**config.mk**
```make
export PLATFORM = sky130hd
export DESIGN_NAME = dot_operand_feeder
export DESIGN_NICKNAME = d
export VERILOG_FILES = /design/src/rtl/dot_operand_feeder.sv
export SDC_FILE = /design/constraint.sdc
export NUM_CORES = 1
export LEC_CHECK = 0
export CAP_MARGIN = 30
export CORE_AREA = 8 8 418 420
export CTS_CLUSTER_DIAMETER = 40
export DETAILED_ROUTE_END_ITERATION = 16
export DIE_AREA = 0 0 426 428
export DONT_BUFFER_PORTS = 1
export GPL_ROUTABILITY_DRIVEN = 0
export PLACE_DENSITY = 0.3
export SLEW_MARGIN = 30
export SYNTH_ARGS = -nofsm -noshare
export SYNTH_HDL_FRONTEND = slang
export SYNTH_SLANG_ARGS = --single-unit
```
**constraint.sdc**
```tcl
create_clock -name clk -period 4.4 [get_ports clk]
set_clock_uncertainty 0.1 [all_clocks]
set_input_delay 1.32 -clock clk [delete_from_list [all_inputs] [get_ports clk]]
set_output_delay 1.32 -clock clk [all_outputs]
set_load 0.01 [all_outputs]
```
**src/rtl/dot_operand_feeder.sv**
```systemverilog
// dot_operand_feeder: streams row/vector chunks from two read RAMs to a dot-product stage
// Ports: clk; reset (synchronous, active-low);
//   start/total/row_base/vec_base      - begin a sequence of ceil(total/no_of_units) chunks
//   row_rd_addr/vec_rd_addr            - RAM read addresses (data returns one cycle later)
//   row_rd_data/vec_rd_data            - one full chunk per address
//   first_row_plus_additional/vector2  - registered operands, valid while outsider_read_now
//   I_am_ready                         - downstream accepts when high with outsider_read_now
//   busy/done                          - activity flag and end-of-sequence pulse
// Optional: define FEEDER_ZERO_PAD_EN to zero lanes whose element index is >= total.
module dot_operand_feeder #(
    parameter int element_width = 32,
    parameter int no_of_units   = 8,
    parameter int addr_width    = 10
) (
    input  logic                                 clk,
    input  logic                                 reset,
    input  logic                                 start,
    input  logic [31:0]                          total,
    input  logic [addr_width-1:0]                row_base,
    input  logic [addr_width-1:0]                vec_base,
    output logic [addr_width-1:0]                row_rd_addr,
    output logic [addr_width-1:0]                vec_rd_addr,
    input  logic [element_width*no_of_units-1:0] row_rd_data,
    input  logic [element_width*no_of_units-1:0] vec_rd_data,
    output logic [element_width*no_of_units-1:0] first_row_plus_additional,
    output logic [element_width*no_of_units-1:0] vector2,
    output logic                                 outsider_read_now,
    input  logic                                 I_am_ready,
    output logic                                 busy,
    output logic                                 done
);
    localparam int cw = element_width * no_of_units;
    typedef enum logic [2:0] {IDLE, FETCH, CAPTURE, PRESENT, FINISH} state_t;
    state_t state, state_nx;
    logic [31:0] k, n_chunks;
    logic [addr_width-1:0] row_base_r, vec_base_r;
    logic [cw-1:0] row_cap, vec_cap;
    logic accept, last;
    assign accept = state == PRESENT && I_am_ready;
    assign last = k + 32'd1 >= n_chunks;
    assign busy = state != IDLE;
    assign done = state == FINISH;
    assign outsider_read_now = state == PRESENT;
    // Address is held through CAPTURE so an unregistered-output RAM also sees it stable.
    assign row_rd_addr = (state == FETCH || state == CAPTURE) ? row_base_r + addr_width'(k) : '0;
    assign vec_rd_addr = (state == FETCH || state == CAPTURE) ? vec_base_r + addr_width'(k) : '0;
    always_comb begin
        state_nx = state;
        case (state)
            IDLE:    if (start) state_nx = total != 32'd0 ? FETCH : FINISH;
            FETCH:   state_nx = CAPTURE;
            CAPTURE: state_nx = PRESENT;
            PRESENT: if (I_am_ready) state_nx = last ? FINISH : FETCH;
            FINISH:  state_nx = IDLE;
            default: state_nx = IDLE;
        endcase
    end
`ifdef FEEDER_ZERO_PAD_EN
    logic [31:0] total_r;
    always_ff @(posedge clk) begin
        if (!reset) total_r <= '0;
        else if (state == IDLE && start) total_r <= total;
    end
    // Only lanes of the last chunk can fall at or beyond total, so the test is uniform.
    always_comb begin
        row_cap = row_rd_data;
        vec_cap = vec_rd_data;
        for (int i = 0; i < no_of_units; i++)
            if (k * 32'(no_of_units) + 32'(i) >= total_r) begin
                row_cap[i*element_width +: element_width] = '0;
                vec_cap[i*element_width +: element_width] = '0;
            end
    end
`else
    assign row_cap = row_rd_data;
    assign vec_cap = vec_rd_data;
`endif
    always_ff @(posedge clk) begin
        if (!reset) begin
            state <= IDLE;
            k <= '0;
            n_chunks <= '0;
            row_base_r <= '0;
            vec_base_r <= '0;
            first_row_plus_additional <= '0;
            vector2 <= '0;
        end else begin
            state <= state_nx;
            if (state == IDLE && start) begin
                k <= '0;
                n_chunks <= total / 32'(no_of_units) + {31'd0, |(total % 32'(no_of_units))};
                row_base_r <= row_base;
                vec_base_r <= vec_base;
            end
            if (accept) k <= k + 32'd1;
            if (state == CAPTURE) begin
                first_row_plus_additional <= row_cap;
                vector2 <= vec_cap;
            end
        end
    end
endmodule
```
==> results.yml <==
status:
  outcome: "complete, no violations"
power_and_ir_drop:
  p_per_area_mw_per_mm2: 646
  p_sw_uw: 5990
  combPwrFrac_pct: 11.5
  power_frac_clock_pct: 53.9
  swShare_pct: 29.9
  p_leak_uw: 0.0107
  ir_drop_mv: 0.361
  intPower_uw: 14100
  seq_power_share_pct: 34.6
setup_path:
  path_class: "register to output pin"
  r2r-start: "k[1]"
  cp_max_fo: 6
  crit_start: "k[0]"
  worstSetupEndpointType: "output pin"
  critPathLaunchType: "register"
  worstPathRequired_ns: 2.98
  reg2reg_slack_ns: 0.47
  crit-reg2reg-capture: "state[0]"
  ff2ff_path_depth: 14
  crit_arrival_ns: 2.83
floorplanning:
  initial_utilization_pct: 13.8
  io_pins: 1103
  placementRows: 151
  coreArea_mm2: 0.168
  dieArea_mm2: 0.182
  die_y_um: 428
  dieWidth_um: 426
hold_path:
  min_to: "n_chunks[29]"
  hp-start: "n_chunks[29]"
  min_path_type: "register to register"
  hold_depth: 2
cts:
  cts.htree.levels: 4
  cts-buffers-inserted: 138
  clock_path_buffers: 3
  clk_pin_slew_ns: 0.04
  clock_sinks: 597
  clock_latency_ns: 0.74
  ctsRootBufferMaster: "clkbuf_16"
  cts_tree: "yes"
sta:
  relSlewSlack_pct: 47.2
  worst_pin_slew_ns: 0.793
  min_period_ns: 4.25
  fin_tns_setup_ns: 0
  setup_viol: 0
  fin_ws_ns: 0.151
  finalHoldViolCount: 0
  fmax_mhz: 235
  period_share_pct: 96.6
  slew_viol_final: 0
job:
  drv_cap: 0
synth:
  synth_ff_type: "dfxtp_1"
  yosysWarnings: 0
  synth-simple-area-share_pct: 23.1
  synthDistinctLibCells: 53
  synthXorXnorAreaFrac_pct: 2.41
  avgSynthCellArea_um2: 7.73
  yosysSeqAreaShare_pct: 51.4
  syn_inst: 3008
  ys_async_sr_fraction_pct: 0
  ys_ff_latch: 597
  synth_edf_count: 0
  synth_compound_area_share_pct: 16.1
  syn_nets: 3629
  post-synth-top-area-cell: "dfxtp_1"
  synth_top_family_by_area: "simple AND/OR/NAND/NOR gates"
  ys_top_cells_by_area: "dfxtp_1, nand2_1, a21oi_1, clkbuf_1, ha_1"
  synthMuxAreaShare_pct: 0.0431
  synthAdderAreaFrac_pct: 2.92
  yosysTopAreaCellShare_pct: 51.4
  synthesis.area_mm2: 0.0232
detailed_routing:
  drt_iter0_drc: 1299
  drtAntennaViolNets: 0
  via_count: 20989
  vias_per_cell: 3.93
  drc: 0
  wl_per_cell_um: 24.9
  wirelength_um: 133000
  first_pass_iters: 5
final_layout:
  final_common_cell: "nand2_1"
  mostFrequentLayoutCells: "nand2_1, dfxtp_1, a21oi_1"
  fin_nets: 3623
  utilization_pct: 18.4
  drive_gt1_share_pct: 10.6
  area_growth_pct: 33.4
  fin_cells: 5335
global_routing:
  globalRouteOverflowTotal: 0
  grt_pass1_vias: 20602
  gr-usage-all-layers_pct: 13.9
  grt_max_degree: 97
  antenna_found_initial: 22
  grt_pass1_wl_um: 179000
placement:
  port_buffers: 0
  placed_cells: 5078
  dp_slack_ns: 0.168
  place_hpwl_um: 105000
[kinds of logic after synthesis]
logic type,after synthesis
AOI/OAI and AO/OA,705
and+or+nand+nor,1337
adders and majority gates,53
buffers and inverters,251
muxes,1
DFF,597
xor gates and xnor gates,64
[metal layers]
| layer | global-route usage (%) | routed length, um | vias up |
|---|---|---|---|
| met5 | 0 | 41 | - |
| met4 | 3.81 | 2570 | 6 |
| met3 | 4.81 | 10200 | 148 |
| met2 | 24.4 | 67500 | 705 |
| met1 | 15.9 | 52400 | 10151 |
| li1 | - | - | 9979 |
[registers in the layout, indices dropped and copies added (netlist names)]
signal / count
state: 3
first_row_plus_additional: 256
n_chunks: 30
row_base_r: 10
vec_base_r: 10
vector2: 256
k: 32
[synthesized netlist by cell type, drive strengths merged (5+ instances only)]
| library cell | instances |
|---|---|
| clkbuf | 196 |
| nor4 | 15 |
| nand2 | 1117 |
| a21o | 10 |
| and4 | 7 |
| a31oi | 5 |
| a2111oi | 7 |
| o21ai | 40 |
| inv | 39 |
| nor2 | 83 |
| a22oi | 11 |
| and2 | 8 |
| nor3 | 21 |
| a21oi | 589 |
| ha | 51 |
| nand4 | 14 |
| a211oi | 26 |
| or3 | 17 |
| nand3 | 24 |
| xnor2 | 36 |
| and3 | 10 |
| nand2b | 5 |
| xor2 | 28 |
| buf | 15 |
| dfxtp | 597 |
[per-stage QoR]
step | total power [uW] | hold WS (ns) | cell area, um^2
2_1_floorplan | 8110 | 0.332 | 23200
3_3_place_gp | 9420 | 0.346 | 26000
3_5_place_dp | 9430 | 0.349 | 26000
4_1_cts | 20400 | 0.354 | 30900
5_1_grt | 20900 | 0.375 | 31000
6_report | 20000 | 0.355 | 31000
[worst max-delay path, cell delays in order, from the launching register on]
cell and delay (ns):
dfxtp_4 0.37, ha_4 0.17, fa_2 0.35, a21o_1 0.18, a21oi_2 0.18, o21bai_2 0.14
a2111oi_4 0.39, o211ai_1 0.12, nand2_1 0.18
[how the worst max path moves through the flow]
stage,end,slack [ns],depth (start not counted)
floorplan,row_rd_addr[8],0.84,8
global placement,state[0],0.33,14
detailed placement,state[0],0.17,14
CTS,vec_rd_addr[9],0.002,7
global route,row_rd_addr[8],-0.07,8
finish,row_rd_addr[8],0.15,8
[power by group through the flow]
stage          registers, uW  clock network, uW  logic, uW
2_1_floorplan           6620                  0       1490
3_3_place_gp            7080                  0       2350
3_5_place_dp            7070                  0       2360
4_1_cts                 6970              11100       2370
5_1_grt                 6990              11300       2600
6_report                6930              10800       2300
[final cells by class]
cell class / instances / area [um^2]
inverters: 40 / 158
repair buffers: 65 / 738
well taps: 2218 / 2780
fillers: 18972 / 137000
clock buffers: 189 / 4030
clock inverters: 57 / 871
diodes: 9 / 22.5
multi-input cells: 2160 / 10500
flip-flops and latches: 597 / 12000
[what timing repair did]
item	CTS	global route
endpoints found under the hold margin	0	0
endpoints found under the setup margin	6	7
hold buffers	0	0
buffers inserted	0	2
pin swaps	5	9
resized for setup	18	13
No activity file was read; power rests on OpenSTA's default activity.
